<file path="src/rtl/gcd_sched_pkg.sv">
// rtl/gcd_sched_pkg.sv - shared types, default widths and helpers for gcd_sched
// Purpose: FSM state encoding, default parameter values and the id-width helper
//          used by gcd_sched and rr_arbiter.
// Ports:   none (package).
package gcd_sched_pkg;

  localparam int GCD_W = 8;
  localparam int GCD_N = 4;

  typedef enum logic [1:0] {
    IDLE,
    CALC,
    DONE
  } state_e;

  // Width of a requester index; never below 1 so ports stay legal.
  function automatic int IDW(input int n);
    return (n > 1) ? $clog2(n) : 1;
  endfunction

endpackage

</file>
<file path="src/rtl/gcd_sched_rr_arbiter.sv">
// rtl/gcd_sched_rr_arbiter.sv - combinational round-robin arbiter for gcd_sched
// Purpose: grants the first asserted request found searching ptr+1, ptr+2, ...
//          modulo N. The pointer register lives in the parent.
// Ports:   req     - request vector
//          ptr     - index granted last (search starts one above it)
//          enable  - when low no grant is issued
//          gnt     - one-hot grant, all-zero when nothing is granted
//          gnt_idx - binary index of the selected request
module rr_arbiter
  import gcd_sched_pkg::*;
#(
  parameter int  N    = GCD_N,
  localparam int ID_W = IDW(N)
) (
  input  logic [N-1:0]    req,
  input  logic [ID_W-1:0] ptr,
  input  logic            enable,
  output logic [N-1:0]    gnt,
  output logic [ID_W-1:0] gnt_idx
);

  logic found;

  always_comb begin
    found   = 1'b0;
    gnt_idx = '0;
    // Fallback: lowest asserted index overall (covers the wrap-around case).
    for (int i = N - 1; i >= 0; i--) begin
      if (req[i]) begin
        found   = 1'b1;
        gnt_idx = ID_W'(i);
      end
    end
    // Preferred: lowest asserted index strictly above the pointer.
    for (int i = N - 1; i >= 0; i--) begin
      if (req[i] && (i > int'(ptr))) begin
        gnt_idx = ID_W'(i);
      end
    end
    gnt = (enable && found) ? (N'(1) << gnt_idx) : '0;
  end

endmodule

</file>
<file path="src/rtl/gcd_sched.sv">
// rtl/gcd_sched.sv - round-robin scheduler sharing one subtract/swap GCD engine
// Purpose: accepts operand pairs from N requesters, one at a time in
//          round-robin order, runs the iterative GCD and returns the result
//          tagged with the requester index.
// Ports:   clk, rst          - clock, synchronous active-high reset
//          req_valid/ready   - per-requester handshake (req_ready one-hot)
//          req_a, req_b      - operands of requester i at [i*W +: W]
//          res_valid/ready   - result handshake
//          res_id, res_gcd   - requester index and gcd of its operands
//          res_iter          - swap/subtract step count (GCD_SCHED_ITER_CNT_EN only)
// Option:  define GCD_SCHED_ITER_CNT_EN to add the saturating step counter.
module gcd_sched
  import gcd_sched_pkg::*;
#(
  parameter int  N    = GCD_N,
  parameter int  W    = GCD_W,
  localparam int ID_W = IDW(N)
) (
  input  logic            clk,
  input  logic            rst,
  input  logic [N-1:0]    req_valid,
  input  logic [N*W-1:0]  req_a,
  input  logic [N*W-1:0]  req_b,
  output logic [N-1:0]    req_ready,
  input  logic            res_ready,
`ifdef GCD_SCHED_ITER_CNT_EN
  output logic [W-1:0]    res_iter,
`endif
  output logic            res_valid,
  output logic [ID_W-1:0] res_id,
  output logic [W-1:0]    res_gcd
);

  state_e          state_q;
  logic [W-1:0]    a_q, b_q;
  logic [ID_W-1:0] id_q, ptr_q;
  logic            res_valid_q;
  logic [ID_W-1:0] gnt_idx;
  logic [W-1:0]    sel_a_d, sel_b_d;

  rr_arbiter #(.N(N)) u_arb (
    .req     (req_valid),
    .ptr     (ptr_q),
    .enable  (state_q == IDLE),
    .gnt     (req_ready),
    .gnt_idx (gnt_idx)
  );

  // Operands of the granted requester; req_ready is one-hot so OR-select works.
  always_comb begin
    sel_a_d = '0;
    sel_b_d = '0;
    for (int i = 0; i < N; i++) begin
      if (req_ready[i]) begin
        sel_a_d = sel_a_d | req_a[i*W +: W];
        sel_b_d = sel_b_d | req_b[i*W +: W];
      end
    end
  end

`ifdef GCD_SCHED_ITER_CNT_EN
  logic [W-1:0] iter_q;

  always_ff @(posedge clk) begin
    if (rst) begin
      iter_q <= '0;
    end else if (state_q == IDLE && (|req_ready)) begin
      iter_q <= '0;
    end else if (state_q == CALC && a_q != b_q && iter_q != '1) begin
      iter_q <= iter_q + W'(1);
    end
  end

  assign res_iter = iter_q;
`endif

  always_ff @(posedge clk) begin
    if (rst) begin
      state_q     <= IDLE;
      a_q         <= '0;
      b_q         <= '0;
      id_q        <= '0;
      ptr_q       <= ID_W'(N - 1);
      res_valid_q <= 1'b0;
    end else begin
      case (state_q)
        IDLE: begin
          if (|req_ready) begin
            ptr_q <= gnt_idx;
            id_q  <= gnt_idx;
            b_q   <= sel_b_d;
            // gcd(x,0) = x and gcd(0,0) = 0: skip the loop entirely.
            if (sel_a_d == '0 || sel_b_d == '0) begin
              a_q         <= sel_a_d | sel_b_d;
              state_q     <= DONE;
              res_valid_q <= 1'b1;
            end else begin
              a_q     <= sel_a_d;
              state_q <= CALC;
            end
          end
        end
        CALC: begin
          if (a_q == b_q) begin
            state_q     <= DONE;
            res_valid_q <= 1'b1;
          end else if (a_q < b_q) begin
            a_q <= b_q;
            b_q <= a_q;
          end else begin
            a_q <= a_q - b_q;
          end
        end
        DONE: begin
          if (res_ready) begin
            state_q     <= IDLE;
            res_valid_q <= 1'b0;
          end
        end
        default: begin
          state_q     <= IDLE;
          res_valid_q <= 1'b0;
        end
      endcase
    end
  end

  assign res_valid = res_valid_q;
  assign res_id    = id_q;
  assign res_gcd   = a_q;

endmodule

</file>
<file path="config.mk">
export PLATFORM = sky130hd
export DESIGN_NAME = gcd_sched
export DESIGN_NICKNAME = d
export VERILOG_FILES = /design/src/rtl/gcd_sched_pkg.sv /design/src/rtl/gcd_sched_rr_arbiter.sv /design/src/rtl/gcd_sched.sv
export SDC_FILE = /design/constraint.sdc
export NUM_CORES = 1
export LEC_CHECK = 0
export BUFFER_PORTS_ARGS = -buffer_cell sky130_fd_sc_hd__buf_2
export CORE_ASPECT_RATIO = 1.4
export CORE_MARGIN = 1.5
export CORE_UTILIZATION = 35
export DETAILED_ROUTE_END_ITERATION = 16
export PLACE_DENSITY = 0.69
export SLEW_MARGIN = 20
export SYNTH_ARGS = -nofsm -noshare
export SYNTH_HDL_FRONTEND = slang
export SYNTH_SLANG_ARGS = --single-unit
</file>
<file path="constraint.sdc">
create_clock -name clk -period 3.5 [get_ports clk]
set_input_delay 0.525 -clock clk [delete_from_list [all_inputs] [get_ports clk]]
set_output_delay 0.525 -clock clk [all_outputs]
set_load 0.05 [all_outputs]
</file>
==> impl_metrics.yaml, run 1 <==
timing:
  worst_pin_slew_ps: 627
  tns_ps: 0
  fmax_mhz: 325
  slew_viol_final: 0
  period_needed_ps: 3080
  setup_viol: 0
  slew_headroom_pct: 57.8
  finClkSkew_ps: 13.3
  rsz0062_at_grt: "no"
  period_share_pct: 88.0
  finalHoldViolations: 0
  setup_ws_ps: 420
power_and_ir_drop:
  power_frac_comb_pct: 75.9
  sw_frac_of_total_pct: 54.9
  ir_drop_uv: 530
  p_leak_nw: 1.22
  p_sw_mw: 1.49
  clockPowerShare_pct: 6.2
  powerDensity_mw_per_mm2: 1020
  internal-power_mw: 1.23
  p_seq_share_pct: 17.9
die:
  die_w_um: 69.0
  die_area_sq_mm: 0.00659
  die_h_um: 95.4
  start_util_pct: 36.4
  io_pins: 86
  floorplan.core_area_sq_mm: 0.00586
  fp-row-count: 33
status:
  status: "finished, final reports clean"
cells_and_area:
  nFillCells: 607
  antennaDiodeCount: 0
  drive_gt1_share_pct: 33.1
  multi_input_area_sq_mm: 0.00155
  fin_nets: 437
  ff_latch_area_sq_um: 460
  area_growth_pct: 25.5
clock_network:
  clock_sinks: 23
  cts_made_buffers: 3
  clockRootBuffer: "clkbuf_8"
  cts_hold_buf: 0
  cts_max_level: 1
  clk_latency_ps: 270
  cts_max_path_buffers: 2
  clk_pin_slew_worst_paths_ps: 80
  cts_resized: 0
  post_cts_buffers: 0
  cts_tree: "yes"
routing:
  drc: 0
  drtAntennaViolNets: 0
  vias_per_cell: 5.63
  dr.first_iter.drc_count: 131
  vias: 2400
  wl_per_cell_um: 15.6
  wl_um: 6640
  first_pass_iters: 4
worst_setup_path:
  cp.required_ps: 3660
  path_cells: "mux2i_1 > o2bb2ai_4 > nor2_4 > mux2_2 > a222oi_1 > and4_1 > a22oi_2 > o211a_1"
  critPathCaptureType: "register"
  start_kind: "register"
  critPathKind: "reg -> reg"
  path_max_fanout: 12
  max_stage_delay_ps: 540
  critPathArrivalTime_ps: 3240
  slowest_stage: "dfxtp_1"
place:
  io_buffers: 85
  place_ws_ps: 317
  gp_congestion: 0.827
  dp_hpwl_um: 5380
yosys:
  syn_area_per_cell_sq_um: 7.79
  synth_area_sq_mm: 0.00214
  ys.flop_type: "dfxtp_1"
  synth_common_cells: "nor2_1 (30), nand2_1 (28), dfxtp_1 (23), o21ai_0 (17), a21oi_1 (16)"
  synth_seq_cells: 23
  yosys_warnings: 0
  ys_types: 58
  syn_inst: 274
  ys_seq_area_share_pct: 21.6
  synth_edf_count: 0
  async_flop_share_pct: 0
  yosysMostFrequentCell: "nor2_1"
  synth_top_area_cell: "dfxtp_1"
  synth_area_leaders: "dfxtp_1 (22%), mux2_2 (5.3%), nor2_1 (5.3%), nand2_1 (4.9%), ha_1 (4.7%)"
  syn_nets: 354
  netlist.area_leader.share_pct: 21.6
run:
  drv_cap: 0
global_routing:
  grt_pass1_vias: 2471
  grt_max_degree: 20
  grt_pass1_wl_um: 11000
  antenna_found_initial: 0
  overflow: 0
  gr-usage-all-layers_pct: 20.2
min_path:
  min_path_type: "reg -> reg"
sequential cells by signal, indices dropped and copies added, names as in the netlist:
register	flops
b_q	8
res_gcd	8
ptr_q	2
res_id	2
state_q	2
res_valid	1
metrics by stage:
step	area, sq um	util, %	std cells	power [mW]	hold slack (ps)
floorplan	2140	-	274	2.04	476
global placement	2630	44.9	422	2.51	441
detailed placement	2630	44.9	422	2.55	445
CTS	2680	45.7	426	2.73	456
global route	2680	45.7	426	2.97	477
finish	2680	45.7	426	2.72	451
cell families after synthesis:
group           synth area share (%)
buf+inv                         6.09
mux                             10.3
fa+ha+maj                       5.62
simple gates                    24.7
flops                           21.6
compound gates                  29.3
xor+xnor                        2.46
placed cells by master (no fill, tap or decap), drive strengths merged, types with 2 or more instances in the layout:
master,count
buf,93
nor2,32
nand2,28
dfxtp,23
o21ai,19
a21oi,16
inv,14
mux2,12
a211oi,11
mux2i,8
a222oi,8
ha,8
nor3,6
nand3,6
a311oi,5
nand3b,4
nor2b,4
and3,4
a221o,4
nor4,4
a21o,3
nand4,3
xor2,3
xnor2,3
o221ai,3
clkbuf,3
a21boi,3
nand2b,2
or4,2
and4,2
a41oi,2
o21a,2
area by class of cell:
cell class | count | area share (%)
Clock buffer | 3 | 1.54
Clock inverter | 1 | 0.280
Inverter | 14 | 1.96
Multi-Input combinational cell | 222 | 57.7
Sequential cell | 23 | 17.2
Tap cell | 70 | 3.27
Timing Repair Buffer | 93 | 18.1
worst paths after layout:
path	from	end	slack [ps]	cells past startpoint
max	ptr_q[1]$_SDFFE_PP1P_	state_q[0]$_SDFFE_PP0P_	420	8
min	res_id[1]$_SDFFE_PP0P_	res_id[1]$_SDFFE_PP0P_	450	2
max reg2reg	ptr_q[1]$_SDFFE_PP1P_	state_q[0]$_SDFFE_PP0P_	420	8
min reg2reg	res_id[1]$_SDFFE_PP0P_	res_id[1]$_SDFFE_PP0P_	450	2
power by group through the flow:
stage | registers (mW) | clock network, mW | logic (mW)
2_1_floorplan | 0.593 | 0 | 1.45
3_3_place_gp | 0.490 | 0 | 2.02
3_5_place_dp | 0.493 | 0 | 2.06
4_1_cts | 0.488 | 0.173 | 2.06
5_1_grt | 0.504 | 0.183 | 2.28
6_report | 0.486 | 0.169 | 2.07
worst max-delay path, delay by kind of cell, from the launching register on:
kind               cells  cell delay, ps
AOI/OAI and AO/OA      4             920
DFF                    1             540
muxes                  2             730
and+or+nand+nor        2             770
layer usage:
metal  vias up  share of wire [%]  wire length, um  GRT usage (%)
met2        70                 53             3540           39.7
met4         0                3.3              218           8.66
li1       1199                  -                -              -
met1      1111                 40             2650           21.3
met3        20                3.5              233           3.07
met5         -                  0                0              0
Power figures use the tool's default switching activity.
==> inputs of run 2 (changes only) <==
MAX_ROUTING_LAYER = met4   (was not set)
==> impl_metrics.yaml, run 2 (synthesis results as in run 1) <==
die:
  fp-row-count: 33
  io_pins: 86
  die_h_um: 95.4
  start_util_pct: 36.4
  die_area_sq_mm: 0.00659
  floorplan.core_area_sq_mm: 0.00586
  die_w_um: 69.0
routing:
  dr.first_iter.drc_count: 120
  wl_um: 6640
  first_pass_iters: 4
  wl_per_cell_um: 15.6
  drc: 0
  drtAntennaViolNets: 0
  vias_per_cell: 5.72
  vias: 2435
cells_and_area:
  nFillCells: 607
  final_common_cell: "buf_2"
  multi_input_area_sq_mm: 0.00155
  fin_nets: 437
  area_growth_pct: 25.5
  drive_gt1_share_pct: 33.1
  ff_latch_area_sq_um: 460
  antennaDiodeCount: 0
  layout_common_cells: "buf_2 (85), nor2_1 (30), nand2_1 (28)"
place:
  io_buffers: 85
  dp_hpwl_um: 5380
  gp_congestion: 0.840
timing:
  tns_ps: 0
  finClkSkew_ps: 14.5
  period_share_pct: 87.7
  setup_viol: 0
  slew_headroom_pct: 58.5
  whs_ps: 451
  worst_pin_slew_ps: 616
  finalHoldViolations: 0
  slew_viol_final: 0
  rsz0062_at_grt: "no"
  period_needed_ps: 3070
  fmax_mhz: 326
worst_setup_path:
  path_cells: "mux2i_1 > o2bb2ai_4 > nor2_4 > mux2_2 > a222oi_1 > and4_1 > a22oi_2 > o211a_1"
  r2r-start: "ptr_q[1]$_SDFFE_PP1P_"
  r2r_slack_ps: 430
  max_stage_delay_ps: 540
  cp.buffers_inverters: 0
  critPathLaunch: "ptr_q[1]$_SDFFE_PP1P_"
  crit_family: "compound AO/OA/AOI/OAI gates"
  critPathKind: "reg -> reg"
  slowest_stage: "dfxtp_1"
  path_max_fanout: 12
  cp.required_ps: 3660
  critPathArrivalTime_ps: 3230
  start_kind: "register"
  critPathCaptureType: "register"
clock_network:
  cts_max_level: 1
  clk_pin_slew_worst_paths_ps: 80
  clock_sinks: 23
  cts_tree: "yes"
  cts_hold_buf: 0
  cts_max_path_buffers: 2
  post_cts_buffers: 0
  cts_made_buffers: 3
  cts_resized: 0
  clk_latency_ps: 270
  clockRootBuffer: "clkbuf_8"
status:
  status: "finished, final reports clean"
power_and_ir_drop:
  p_leak_nw: 1.22
  ir_drop_uv: 531
  powerDensity_mw_per_mm2: 1020
global_routing:
  grt_pass1_vias: 2469
  antenna_found_initial: 0
  grt_max_degree: 20
  overflow: 0
  gr-usage-all-layers_pct: 20.9
  grt_pass1_wl_um: 11000
min_path:
  min_path_type: "reg -> reg"
  min_from: "res_id[1]$_SDFFE_PP0P_"
run:
  drv_cap: 0
run 2: cell counts in the layout (fill, tap and decap cells not counted):
Identical to the previous run, type by type.
run 2: per-layer routing:
layer  up-vias  GRT usage [%]  wire, um
met5         -              -         0
met3        20           3.07       213
met2        71           39.7      3530
met4         0           8.66       218
li1       1196              -         -
met1      1148           21.4      2670
run 2: stage by stage:
stage / utilization (%) / setup slack [ps] / std cells / total power, mW / instance area [sq um]
6_report: 45.7 / 431 / 426 / 2.72 / 2680
5_1_grt: 45.7 / 239 / 426 / 2.97 / 2680
3_5_place_dp: 44.9 / 317 / 422 / 2.55 / 2630
3_3_place_gp: 44.9 / 388 / 422 / 2.51 / 2630
2_1_floorplan: - / 633 / 274 / 2.04 / 2140
4_1_cts: 45.7 / 455 / 426 / 2.73 / 2680
run 2: power by group:
group | leakage (nW) | internal, mW | switching [mW]
registers | 0.191 | 0.367 | 0.119
logic | 1.01 | 0.779 | 1.29
clock network | 0.0217 | 0.0806 | 0.0889
run 2: worst paths after layout:
kind,to,cells past startpoint
worst max register to register,state_q[0]$_SDFFE_PP0P_,8
worst min register to register,res_id[1]$_SDFFE_PP0P_,2
worst min-delay path,res_id[1]$_SDFFE_PP0P_,2
worst max-delay path,state_q[0]$_SDFFE_PP0P_,8
run 2: layout make-up:
| class | count | share of cell area, % |
|---|---|---|
| flip-flops and latches | 23 | 17.2 |
| clock inverters | 1 | 0.280 |
| well taps | 70 | 3.27 |
| clock buffers | 3 | 1.54 |
| multi-input cells | 222 | 57.7 |
| repair buffers | 93 | 18.1 |
| inverters | 14 | 1.96 |
run 2: worst register-to-register path, cell delays in order (launching register included):
cell and delay (ps):
dfxtp_1 540, mux2i_1 360, o2bb2ai_4 140, nor2_4 300
mux2_2 380, a222oi_1 390, and4_1 480, a22oi_2 170
o211a_1 220
==> inputs of run 3 (changes only) <==
clock period = 3.4 ns   (was 3.5 ns; I/O delays follow)
==> impl_metrics.yaml, run 3 (synthesis results as in run 1) <==
worst_setup_path:
  crit_family: "compound AO/OA/AOI/OAI gates"
  max_stage_delay_ps: 450
  slowest_stage: "dfxtp_1"
  path_max_fanout: 14
  critPathCaptureType: "register"
  cp.required_ps: 3570
  critPathArrivalTime_ps: 3070
  path_cells: "mux2i_1 > o2bb2ai_4 > nor2_4 > buf_4 > mux2_2 > a221o_1 > nor4_2 > a22oi_2 > o211a_1"
  start_kind: "register"
  critPathKind: "reg -> reg"
  cp.buffers_inverters: 1
die:
  floorplan.core_area_sq_mm: 0.00586
  die_w_um: 69.0
  io_pins: 86
  fp-row-count: 33
  start_util_pct: 36.4
  die_h_um: 95.4
  die_area_sq_mm: 0.00659
routing:
  wl_um: 6770
  drtAntennaViolNets: 0
  wl_per_cell_um: 15.8
  dr.first_iter.drc_count: 124
  drc: 0
  vias_per_cell: 5.67
  first_pass_iters: 4
  vias: 2431
min_path:
  min_path_type: "reg -> reg"
global_routing:
  gr-usage-all-layers_pct: 21.1
  antenna_found_initial: 0
  grt_pass1_vias: 2394
  overflow: 0
  grt_max_degree: 20
  grt_pass1_wl_um: 11000
clock_network:
  cts_resized: 0
  clk_latency_ps: 280
  clockRootBuffer: "clkbuf_8"
  cts_made_buffers: 3
  cts_tree: "yes"
  cts_hold_buf: 0
  cts_max_path_buffers: 2
  post_cts_buffers: 0
  cts_max_level: 1
  clk_pin_slew_worst_paths_ps: 80
  clock_sinks: 23
status:
  status: "finished, final reports clean"
timing:
  slew_viol_final: 0
  rsz0062_at_grt: "no"
  finalHoldViolations: 0
  worst_pin_slew_ps: 599
  slew_headroom_pct: 59.6
  setup_viol: 0
  fmax_mhz: 344
  finClkSkew_ps: 11.0
  tns_ps: 0
  period_needed_ps: 2900
  period_share_pct: 85.4
cells_and_area:
  drive_gt1_share_pct: 33.7
  layout_common_cells: "buf_2 (85), nor2_1 (30), nand2_1 (28)"
  final_common_cell: "buf_2"
  antennaDiodeCount: 0
  area_growth_pct: 26.5
  fin_nets: 440
power_and_ir_drop:
  sw_frac_of_total_pct: 54.7
  p_seq_share_pct: 17.5
  ir_drop_uv: 550
  internal-power_mw: 1.29
  p_total_mw: 2.84
  clockPowerShare_pct: 6.4
  p_sw_mw: 1.55
  powerDensity_mw_per_mm2: 1050
  power_frac_comb_pct: 76.1
  p_leak_nw: 1.24
place:
  io_buffers: 85
  gp_congestion: 0.870
  dp_hpwl_um: 5490
run:
  drv_cap: 0
==> run 3: cell types whose count changed in the layout (fill, tap and decap cells not counted) <==
cell   delta
buf_4     +3
==> run 3: per-stage QoR <==
step | instances | worst slack, ps | hold WS [ps] | instance area (sq um) | util (%)
after floorplan | 274 | 533 | 476 | 2140 | -
after global placement | 425 | 295 | 441 | 2650 | 45.3
after detailed placement | 425 | 233 | 453 | 2650 | 45.3
after CTS | 429 | 507 | 466 | 2700 | 46.1
after global routing | 429 | 271 | 483 | 2700 | 46.1
final | 429 | 495 | 463 | 2700 | 46.1
==> run 3: worst register-to-register path: cells and delay by family, from the launching register on <==
kind,cells,cell delay (ps)
compound gates,4,840
simple gates,2,660
mux,2,640
flops,1,450
buf+inv,1,220
==> run 3: cell type report <==
type / count / area (sq um)
fillers: 605 / 3160
multi-input cells: 222 / 1550
repair buffers: 96 / 508
flip-flops and latches: 23 / 460
well taps: 70 / 87.6
inverters: 14 / 52.6
clock buffers: 3 / 41.3
clock inverters: 1 / 7.51
==> run 3: power groups by stage <==
stage	clock (mW)	combinational, mW	sequential (mW)
floorplan	0	1.49	0.610
global placement	0	2.12	0.500
detailed placement	0	2.15	0.503
CTS	0.182	2.16	0.498
global route	0.195	2.36	0.509
finish	0.183	2.16	0.495
==> run 3: layer usage <==
layer | up-vias | track usage (%) | wire [um]
met5 | - | - | 0
met4 | 0 | 6.37 | 129
met3 | 13 | 2.96 | 265
met2 | 75 | 39.8 | 3680
met1 | 1132 | 23.0 | 2690
li1 | 1211 | - | -
==> run 3: path summary, 6_finish.rpt <==
| kind | from | cells after the start | endpoint | slack, ps |
|---|---|---|---|---|
| worst min-delay path | res_id[1]$_SDFFE_PP0P_ | 2 | res_id[1]$_SDFFE_PP0P_ | 460 |
| worst max-delay path | ptr_q[1]$_SDFFE_PP1P_ | 9 | state_q[0]$_SDFFE_PP0P_ | 500 |
| worst min register to register | res_id[1]$_SDFFE_PP0P_ | 2 | res_id[1]$_SDFFE_PP0P_ | 460 |
| worst max register to register | ptr_q[1]$_SDFFE_PP1P_ | 9 | state_q[0]$_SDFFE_PP0P_ | 500 |
